===== config.mk =====
export PLATFORM = sky130hd
export DESIGN_NAME = sampled_check_sequencer_flat
export DESIGN_NICKNAME = d
export VERILOG_FILES = /design/src/rtl/sampled_check_sequencer_if.sv /design/src/rtl/sampled_check_sequencer.sv /design/src/flat_wrapper.sv
export SDC_FILE = /design/constraint.sdc
export NUM_CORES = 1
export LEC_CHECK = 0
export BUFFER_PORTS_ARGS = -buffer_cell sky130_fd_sc_hd__buf_4
export CAP_MARGIN = 20
export CORE_AREA = 2 2 73 89
export CTS_CLUSTER_DIAMETER = 120
export DETAILED_ROUTE_END_ITERATION = 8
export DIE_AREA = 0 0 75 91
export HOLD_SLACK_MARGIN = 0.02
export PLACE_DENSITY_LB_ADDON = 0.25
export SKIP_LAST_GASP = 1
export SLEW_MARGIN = 20
export SYNTH_ARGS = -nofsm -noshare
export SYNTH_HDL_FRONTEND = slang
export SYNTH_SLANG_ARGS = --single-unit

===== constraint.sdc =====
create_clock -name clk -period 2.2 [get_ports clk]
set_clock_uncertainty 0.2 [all_clocks]
set_input_delay 0.33 -clock clk [delete_from_list [all_inputs] [get_ports clk]]
set_output_delay 0.33 -clock clk [all_outputs]
set_load 0.01 [all_outputs]

===== src/rtl/sampled_check_sequencer_if.sv =====
// sampled_check_sequencer_if: run control inputs and check-result outputs of the sequencer
interface sampled_check_sequencer_if #(parameter int W = 4, parameter int CW = 8);
    logic          start;
    logic [CW-1:0] limit;
    logic          inject_en;
    logic [CW-1:0] inject_at;
    logic [W-1:0]  a;
    logic [W-1:0]  b;
    logic          busy;
    logic          done;
    logic          pass;
    logic [CW-1:0] mismatch_cnt;
    logic [CW-1:0] first_fail;
    modport master (
        output start, limit, inject_en, inject_at,
        input  a, b, busy, done, pass, mismatch_cnt, first_fail
    );
    modport slave (
        input  start, limit, inject_en, inject_at,
        output a, b, busy, done, pass, mismatch_cnt, first_fail
    );
endinterface


===== src/rtl/sampled_check_sequencer.sv =====
// sampled_check_sequencer: drives lockstep counters a/b, checks their pre-edge values each RUN cycle
module sampled_check_sequencer #(
    parameter int W  = 4,
    parameter int CW = 8
) (
    input logic clk,
    input logic rst,
    sampled_check_sequencer_if.slave bus
);
    typedef enum logic [1:0] {IDLE, RUN, DONE} state_t;
    state_t        state, state_n;
    logic [CW-1:0] lim_q, inj_at_q, cyc, cnt, ff;
    logic          inj_en_q, pass_q, accept, last, mm;
    logic [W-1:0]  a_q, b_q, b_inc;
    logic [CW-1:0] cnt_n;
    assign accept = state != RUN && bus.start;
    assign last   = cyc == lim_q - CW'(1);
    assign mm     = a_q != b_q;
    assign cnt_n  = (mm && cnt != '1) ? cnt + CW'(1) : cnt;
    assign b_inc  = (inj_en_q && cyc == inj_at_q) ? W'(2) : W'(1);
    always_comb begin
        state_n = state;
        if (accept)
            state_n = bus.limit == '0 ? DONE : RUN;
        else if (state == RUN && last)
            state_n = DONE;
    end
    always_ff @(posedge clk)
        state <= rst ? IDLE : state_n;
    // the check uses a_q/b_q before this edge's increment, so an injection shows up one index later
    always_ff @(posedge clk) begin
        if (rst) begin
            lim_q    <= '0;
            inj_en_q <= 1'b0;
            inj_at_q <= '0;
            a_q      <= '0;
            b_q      <= '0;
            cyc      <= '0;
            cnt      <= '0;
            ff       <= '1;
            pass_q   <= 1'b0;
        end else if (accept) begin
            lim_q    <= bus.limit;
            inj_en_q <= bus.inject_en;
            inj_at_q <= bus.inject_at;
            a_q      <= '0;
            b_q      <= '0;
            cyc      <= '0;
            cnt      <= '0;
            ff       <= '1;
            pass_q   <= bus.limit == '0;
        end else if (state == RUN) begin
            cnt <= cnt_n;
            if (mm && ff == '1)
                ff <= cyc;
            a_q <= a_q + W'(1);
            b_q <= b_q + b_inc;
            cyc <= cyc + CW'(1);
            if (last)
                pass_q <= cnt_n == '0;
        end
    end
    assign bus.a            = a_q;
    assign bus.b            = b_q;
    assign bus.busy         = state == RUN;
    assign bus.done         = state == DONE;
    assign bus.pass         = pass_q;
    assign bus.mismatch_cnt = cnt;
    assign bus.first_fail   = ff;
endmodule


===== src/flat_wrapper.sv =====
// flat-port wrapper written by rule: the top's interface ports become plain ports
module sampled_check_sequencer_flat 
#(
    parameter int W  = 4,
    parameter int CW = 8
)
  (clk, rst, bus_start, bus_limit, bus_inject_en, bus_inject_at, bus_a, bus_b, bus_busy, bus_done, bus_pass, bus_mismatch_cnt, bus_first_fail);
  sampled_check_sequencer_if #(.W(W), .CW(CW)) bus_i ();
  input logic clk;
  input logic rst;
  input wire logic [$bits(bus_i.start)-1:0] bus_start;
  input wire logic [$bits(bus_i.limit)-1:0] bus_limit;
  input wire logic [$bits(bus_i.inject_en)-1:0] bus_inject_en;
  input wire logic [$bits(bus_i.inject_at)-1:0] bus_inject_at;
  output wire logic [$bits(bus_i.a)-1:0] bus_a;
  output wire logic [$bits(bus_i.b)-1:0] bus_b;
  output wire logic [$bits(bus_i.busy)-1:0] bus_busy;
  output wire logic [$bits(bus_i.done)-1:0] bus_done;
  output wire logic [$bits(bus_i.pass)-1:0] bus_pass;
  output wire logic [$bits(bus_i.mismatch_cnt)-1:0] bus_mismatch_cnt;
  output wire logic [$bits(bus_i.first_fail)-1:0] bus_first_fail;
  assign bus_i.start = bus_start;
  assign bus_i.limit = bus_limit;
  assign bus_i.inject_en = bus_inject_en;
  assign bus_i.inject_at = bus_inject_at;
  assign bus_a = bus_i.a;
  assign bus_b = bus_i.b;
  assign bus_busy = bus_i.busy;
  assign bus_done = bus_i.done;
  assign bus_pass = bus_i.pass;
  assign bus_mismatch_cnt = bus_i.mismatch_cnt;
  assign bus_first_fail = bus_i.first_fail;
  sampled_check_sequencer #(.W(W), .CW(CW)) u_core (.clk(clk), .rst(rst), .bus(bus_i));
endmodule

==> results of run 1 <==
[worst min path at each step]
stage | cells after the start | slack [ns] | endpoint | start
finish | 3 | 0.05 | u_core.inj_at_q[5] | bus_inject_at[5]
detailed placement | 2 | 0.26 | u_core.inj_at_q[6] | u_core.inj_at_q[6]
global placement | 2 | 0.26 | u_core.inj_at_q[2] | u_core.inj_at_q[2]
global route | 3 | 0.03 | u_core.inj_at_q[7] | bus_inject_at[7]
CTS | 3 | 0.04 | u_core.inj_at_q[2] | bus_inject_at[2]
floorplan | 2 | 0.24 | u_core.inj_en_q | u_core.inj_en_q
[what timing repair did]
action                                  4_1_cts  5_1_grt
pin swaps                                     4        5
gates cloned                                  0        0
buffers inserted                              0        1
endpoints found under the setup margin        2        7
resized for setup                             9       10
hold endpoints to repair                      0        0
[registers in the layout, indices dropped and copies added, names as in the netlist]
| register | cells |
|---|---|
| u_core.bus.a | 4 |
| u_core.bus.b | 4 |
| u_core.bus.first_fail | 8 |
| u_core.bus.mismatch_cnt | 8 |
| u_core.bus.pass | 1 |
| u_core.cyc | 8 |
| u_core.inj_at_q | 8 |
| u_core.inj_en_q | 1 |
| u_core.lim_q | 8 |
| u_core.state | 2 |
[report_power, final]
part / internal (mW) / switching (mW)
Sequential: 0.974 / 0.0312
Combinational: 0.143 / 0.169
Clock: 0.228 / 0.327
[synthesized netlist by cell type, drive strengths merged, types with 2 or more instances]
master | count | area [µm²]
a21oi | 28 | 140
xor2 | 16 | 140
nand3 | 10 | 50.1
dfxtp | 52 | 1040
or4 | 2 | 22.5
nor3b | 2 | 15.0
nand2 | 65 | 244
nand4 | 9 | 56.3
and2 | 3 | 18.8
or3 | 2 | 12.5
mux2i | 2 | 20.0
inv | 5 | 18.8
nor2 | 27 | 101
nor4 | 5 | 46.3
xnor2 | 24 | 210
nor3 | 2 | 10.0
clkbuf | 16 | 60.1
o211ai | 2 | 33.8
o21ai | 13 | 65.1
and3 | 2 | 12.5
nand2b | 4 | 25.0
ha | 6 | 75.1
or2 | 2 | 12.5
[tightest hold or removal path: cells and delay by family]
family | cells | cell delay [ns]
AO/OA/AOI/OAI | 1 | 0.05
buffers and inverters | 1 | 0.11
AND/OR/NAND/NOR | 1 | 0.04
[cell usage in the layout, fill, tap and decap left out, types with 4 or more instances in the layout]
cell type / n
buf_4: 65
nand2_1: 65
xnor2_1: 21
a21oi_1: 27
nor2_1: 27
o21ai_0: 13
xor2_1: 16
inv_1: 4
nand2b_1: 4
dfxtp_2: 8
nand4_1: 9
ha_1: 4
clkbuf_8: 5
nand3_1: 9
dfxtp_1: 44
[cell type report]
type | count | area [µm²] | area share [%]
Inverter | 5 | 18.8 | 0.573
Sequential cell | 52 | 1050 | 32.1
Multi-Input combinational cell | 241 | 1530 | 46.6
Clock buffer | 5 | 68.8 | 2.10
Tap cell | 82 | 103 | 3.13
Timing Repair Buffer | 65 | 488 | 14.9
Clock inverter | 3 | 22.5 | 0.687
[layer usage]
layer | up-vias | track usage, % | share of wire [%]
met1 | 1062 | 22.7 | 45
li1 | 1171 | - | -
met3 | 10 | 3.88 | 3.6
met4 | 0 | 5.51 | 1.4
met5 | - | 0 | 0
met2 | 44 | 30.8 | 50
[through the flow]
step	TNS [ns]	total power, mW	utilization, %	std cells	instance area (µm²)
2_1_floorplan	0	1.22	-	315	2590
3_3_place_gp	0	1.32	52.3	444	3100
3_5_place_dp	-0.0400	1.32	52.3	444	3100
4_1_cts	-0.0221	1.89	54.6	452	3240
5_1_grt	-0.286	1.97	55.2	453	3280
6_report	0	1.87	55.2	453	3280
[cells by family (layout without fill, tap and decap cells)]
kind of cell / count (synthesis) / in the layout / share of synthesized area (%)
mux: 2 / 2 / 0.774
fa+ha+maj: 7 / 7 / 3.68
compound gates: 51 / 51 / 12.2
simple gates: 141 / 141 / 26.3
xor+xnor: 40 / 40 / 13.5
buf+inv: 22 / 78 / 3.24
flops: 52 / 52 / 40.3
==> impl_metrics.ini, run 1 <==
[synth]
ys_seq_area_share_pct = 40.3
synth.avg_cell_area_um2 = 8.21
syn_inst = 315
synth_ff_type = dfxtp_1
yosys_warnings = 0
synth_area_um2 = 2590
synth_edf_count = 0
synth_seq_cells = 52
async_flop_share_pct = 0
synth_cell_types = 42
syn_nets = 342

[clocking]
clk_latency_ns = 0.31
clock_path_buffers = 2
cts_tree = done
clk_pin_slew_ns = 0.10
cts_sinks = 52
htreeDepth = 2
clockRootBuffer = clkbuf_8
cts_hold_buf = 0
numCtsBuffers = 5

[grt]
grt_usage_pct = 18.2
grt_pass1_wl_mm = 9.87
grt_pass1_vias = 2194
grt_overflow = 0
antenna_found_initial = 0
grt_max_degree = 25

[floorplan]
dieArea_um2 = 6830
start_util_pct = 43.6
die_y_um = 91
dieWidth_um = 75
std_cell_rows = 31
io_pins = 47
core_um2 = 5930

[critical_path]
slowest_stage = fa_1
r2r_slack_ns = 0.01
cp.buffers_inverters = 1
critical_path_required_ns = 2.20
crit_family = simple AND/OR/NAND/NOR gates
cpPeakStageDelay_ns = 0.36
crit_path_end_kind = register
path_max_fanout = 2
regToRegEndpoint = u_core.bus.b[2]
crit_arrival_ns = 2.19
crit_end = u_core.bus.b[2]
crit_chain = xnor2_1 -> nand4_1 -> nor4_2 -> buf_4 -> nand3_4 -> ha_4 -> fa_1 -> nand2_1 -> xor2_1 -> nor2_1
start_kind = register
regToRegStartpoint = u_core.cyc[3]
timing.setup.critical_path_class = reg -> reg
cp.depth = 10
r2r_cells = 10
cp-startpoint = u_core.cyc[3]

[detailed_routing]
drt_iter0_drc = 91
ant_nets = 0
via_per_inst = 5.05
firstDrtPassIters = 6
routedWlPerCell_um = 13.0
drc = 0
vias = 2287
routed_wl_mm = 5.87

[timing]
tightest_slew_ns = 0.525
max_freq_mhz = 457
max_slew_margin_pct = 64.8
hold_viol = 0
whs_ns = 0.0463
fin_ws_ns = 0.0128
finalMaxSlewViolations = 0
finalCriticalPeriod_ns = 2.19
rsz0062_at_grt = true
post-route-period-util_pct = 99.4
setup_viol = 0

[min_path]
hold_path.class = in -> reg

[place]
pre_cts_slack_ns = -0.0257
post-dp-hpwl_mm = 4.35
port_buffers = 46
gp_congestion = 0.859

[cells_and_area]
final_nets = 397
area_growth_pct = 26.8
antenna_cells = 0
drive_gt1_share_pct = 27.5
fillCellCount = 567

[outcome]
status = complete, no violations

[pwr]
ir_drop_mv = 0.271
powerDensity_nw_per_um2 = 571
leakagePower_nw = 1.30

[flow_run]
max-cap-violations = 0
Power figures use the tool's default switching activity.
==> inputs of run 2 (changes only) <==
--- a/config.mk
+++ b/config.mk
@@ -5,12 +5,13 @@
 export SDC_FILE = /design/constraint.sdc
 export NUM_CORES = 1
 export LEC_CHECK = 0
+export ABC_AREA = 1
 export BUFFER_PORTS_ARGS = -buffer_cell sky130_fd_sc_hd__buf_4
 export CAP_MARGIN = 20
-export CORE_AREA = 2 2 73 89
+export CORE_AREA = 2 2 75 92
 export CTS_CLUSTER_DIAMETER = 120
 export DETAILED_ROUTE_END_ITERATION = 8
-export DIE_AREA = 0 0 75 91
+export DIE_AREA = 0 0 77 94
 export HOLD_SLACK_MARGIN = 0.02
 export PLACE_DENSITY_LB_ADDON = 0.25
 export SKIP_LAST_GASP = 1
==> run 2 against run 1 <==
  * Core utilization fell by 1.1 points
  * Die area up 6.1%
  * Setup slack better by 0.032 ns
  * Critical path type unchanged
  * Non-clock buffer count is 1 higher
  * Total power up 5.2%
  * Count of clock-buffer cells in the layout unchanged
  * Synthesized cell count rose by 27%
  * Register-to-register slack better by 0.03 ns
  * First-iteration DRC count grew 43%
  * Highest routed layer unchanged
  * Combinational power rose by 26%
==> impl_metrics.ini, run 2 <==
[outcome]
status = complete, no violations

[floorplan]
core_um2 = 6330
std_cell_rows = 32
dieArea_um2 = 7240
start_util_pct = 43.1
io_pins = 47
die_y_um = 94
dieWidth_um = 77

[grt]
grt_pass1_vias = 2459
grt_usage_pct = 18.4
grt_pass1_wl_mm = 10.8
grt_max_degree = 31
antenna_found_initial = 0
grt_overflow = 0

[synth]
synth_most_common_cell = nand2_1
async_flop_share_pct = 0
synth_seq_cells = 52
synthTopCellsByCount = 88 x nand2_1, 52 x dfxtp_1, 49 x inv_1
synth.top_cell.area_share_pct = 38.2
ys_seq_area_share_pct = 38.2
synth_area_leaders = dfxtp_1 38%, nand2_1 12%, o21ai_0 6.8%
synth.avg_cell_area_um2 = 6.82
synth_edf_count = 0
syn_nets = 427
synth_ff_type = dfxtp_1
synth_largest_area_cell = dfxtp_1
synth_cell_types = 29
synth_area_um2 = 2730
syn_inst = 400
yosys_warnings = 0

[flow_run]
max-cap-violations = 0

[timing]
max_slew_margin_pct = 54.2
setup_viol = 0
fin_ws_ns = 0.0445
hold_viol = 0
whs_ns = 0.0672
post-route-period-util_pct = 98.0
tightest_slew_ns = 0.686
max_freq_mhz = 464
finalCriticalPeriod_ns = 2.16
finalMaxSlewViolations = 0
final.setup.tns_ns = 0
rsz0062_at_grt = true

[clocking]
cts_tree = done
htreeDepth = 2
cts_sinks = 52
numCtsBuffers = 5
clock_path_buffers = 2
clk_pin_slew_ns = 0.10
clockRootBuffer = clkbuf_8
clk_latency_ns = 0.31

[critical_path]
r2r_slack_ns = 0.04
regToRegEndpoint = u_core.bus.b[1]
r2r_cells = 10
path_max_fanout = 3
start_kind = register
timing.setup.critical_path_class = reg -> reg
critical_path_required_ns = 2.24
regToRegStartpoint = u_core.inj_at_q[4]
crit_arrival_ns = 2.20
crit_path_end_kind = register

[place]
port_buffers = 46
dp_cells = 538
placed_area_um2 = 3270
gp_congestion = 0.858
pre_cts_slack_ns = 0.0329
post-dp-hpwl_mm = 4.83

[detailed_routing]
via_per_inst = 4.91
ant_nets = 0
vias = 2693
drc = 0
firstDrtPassIters = 4
routedWlPerCell_um = 11.5
drt_iter0_drc = 130
routed_wl_mm = 6.30

[cells_and_area]
final_nets = 489
fin_cells = 548
antenna_cells = 0
drive_gt1_share_pct = 22.9
final_common_cell = nand2_1
area_growth_pct = 25.6
fin_area_um2 = 3430
final_cell_mix = 87 x nand2_1, 65 x buf_4, 47 x inv_1

[pwr]
powerDensity_nw_per_um2 = 575
ir_drop_mv = 0.393
leakagePower_nw = 1.55

[min_path]
hold_path.class = in -> reg
worstHoldEndpoint = u_core.inj_en_q
hold_depth = 3
worstHoldStart = bus_inject_en
==> run 2: cell types whose count changed after synthesis, sizes merged, moves of 4 or more <==
cell    previous run  this run
nand2b             4         0
xor2              16         6
clkbuf            16         8
nand3             10        26
o21ai             13        38
a21oi             28        33
xnor2             24         8
nor3               2         8
inv                5        55
nand4              9         5
nand2             65        93
nor2              27        45
==> run 2: worst max path at each step <==
stage / from / endpoint / slack, ns / cells past startpoint
after global placement: u_core.cyc[4] / u_core.bus.b[1] / 0.10 / 9
after global routing: u_core.cyc[5] / u_core.bus.b[1] / -0.08 / 11
final: u_core.inj_at_q[4] / u_core.bus.b[1] / 0.04 / 10
after CTS: u_core.cyc[4] / u_core.bus.b[1] / 0.007 / 9
after floorplan: u_core.cyc[5] / u_core.bus.b[1] / 0.004 / 11
after detailed placement: u_core.cyc[4] / u_core.bus.b[1] / 0.03 / 9
==> run 2: cells by family (layout without fill, tap and decap cells) <==
kind of cell	after synthesis	in the layout	synth area share (%)
AOI/OAI and AO/OA	79	79	15.6
xor gates and xnor gates	14	14	4.50
adders and majority gates	7	7	3.49
buffers and inverters	66	129	9.22
DFF	52	52	38.2
and+or+nand+nor	182	182	29.1
==> run 2: per-stage QoR <==
stage	utilization (%)	power (mW)
2_1_floorplan	-	1.30
3_3_place_gp	51.7	1.42
3_5_place_dp	51.7	1.43
4_1_cts	53.2	1.98
5_1_grt	54.2	2.09
6_report	54.2	1.97
==> run 2: per-layer routing <==
metal  vias up  track usage (%)  wire length, µm
met3        15             3.46              229
met4         0             8.48              205
met2        57             33.5             3070
met1      1207             20.7             2790
met5         -                0                0
li1       1414                -                -
==> run 2: report_power, final <==
part / switching (mW) / internal [mW]
clock network: 0.330 / 0.223
logic: 0.229 / 0.163
registers: 0.0380 / 0.989
==> run 2: layout make-up <==
class / count / area (µm²)
timing repair buffer: 66 / 498
fill: 677 / 2900
inverter: 55 / 206
multi-input combinational: 282 / 1480
clock buffer: 5 / 68.8
tap: 85 / 106
clock inverter: 3 / 18.8
sequential: 52 / 1050
==> run 2: worst max-delay path, stage by stage, from the launching register on <==
cell and delay, ns:
dfxtp_1 0.31, inv_1 0.08, o21ai_0 0.08, a221oi_1 0.25
nand3_1 0.13, nor2_2 0.15, inv_2 0.05, ha_4 0.16
fa_2 0.53, nand2_2 0.05, a21oi_2 0.10
==> run 2: repair_timing <==
item,4_1_cts,5_1_grt
endpoints found under the setup margin,0,4
hold buffers,1,0
gates resized for setup,0,21
setup buffers,0,1
hold endpoints to repair,1,0
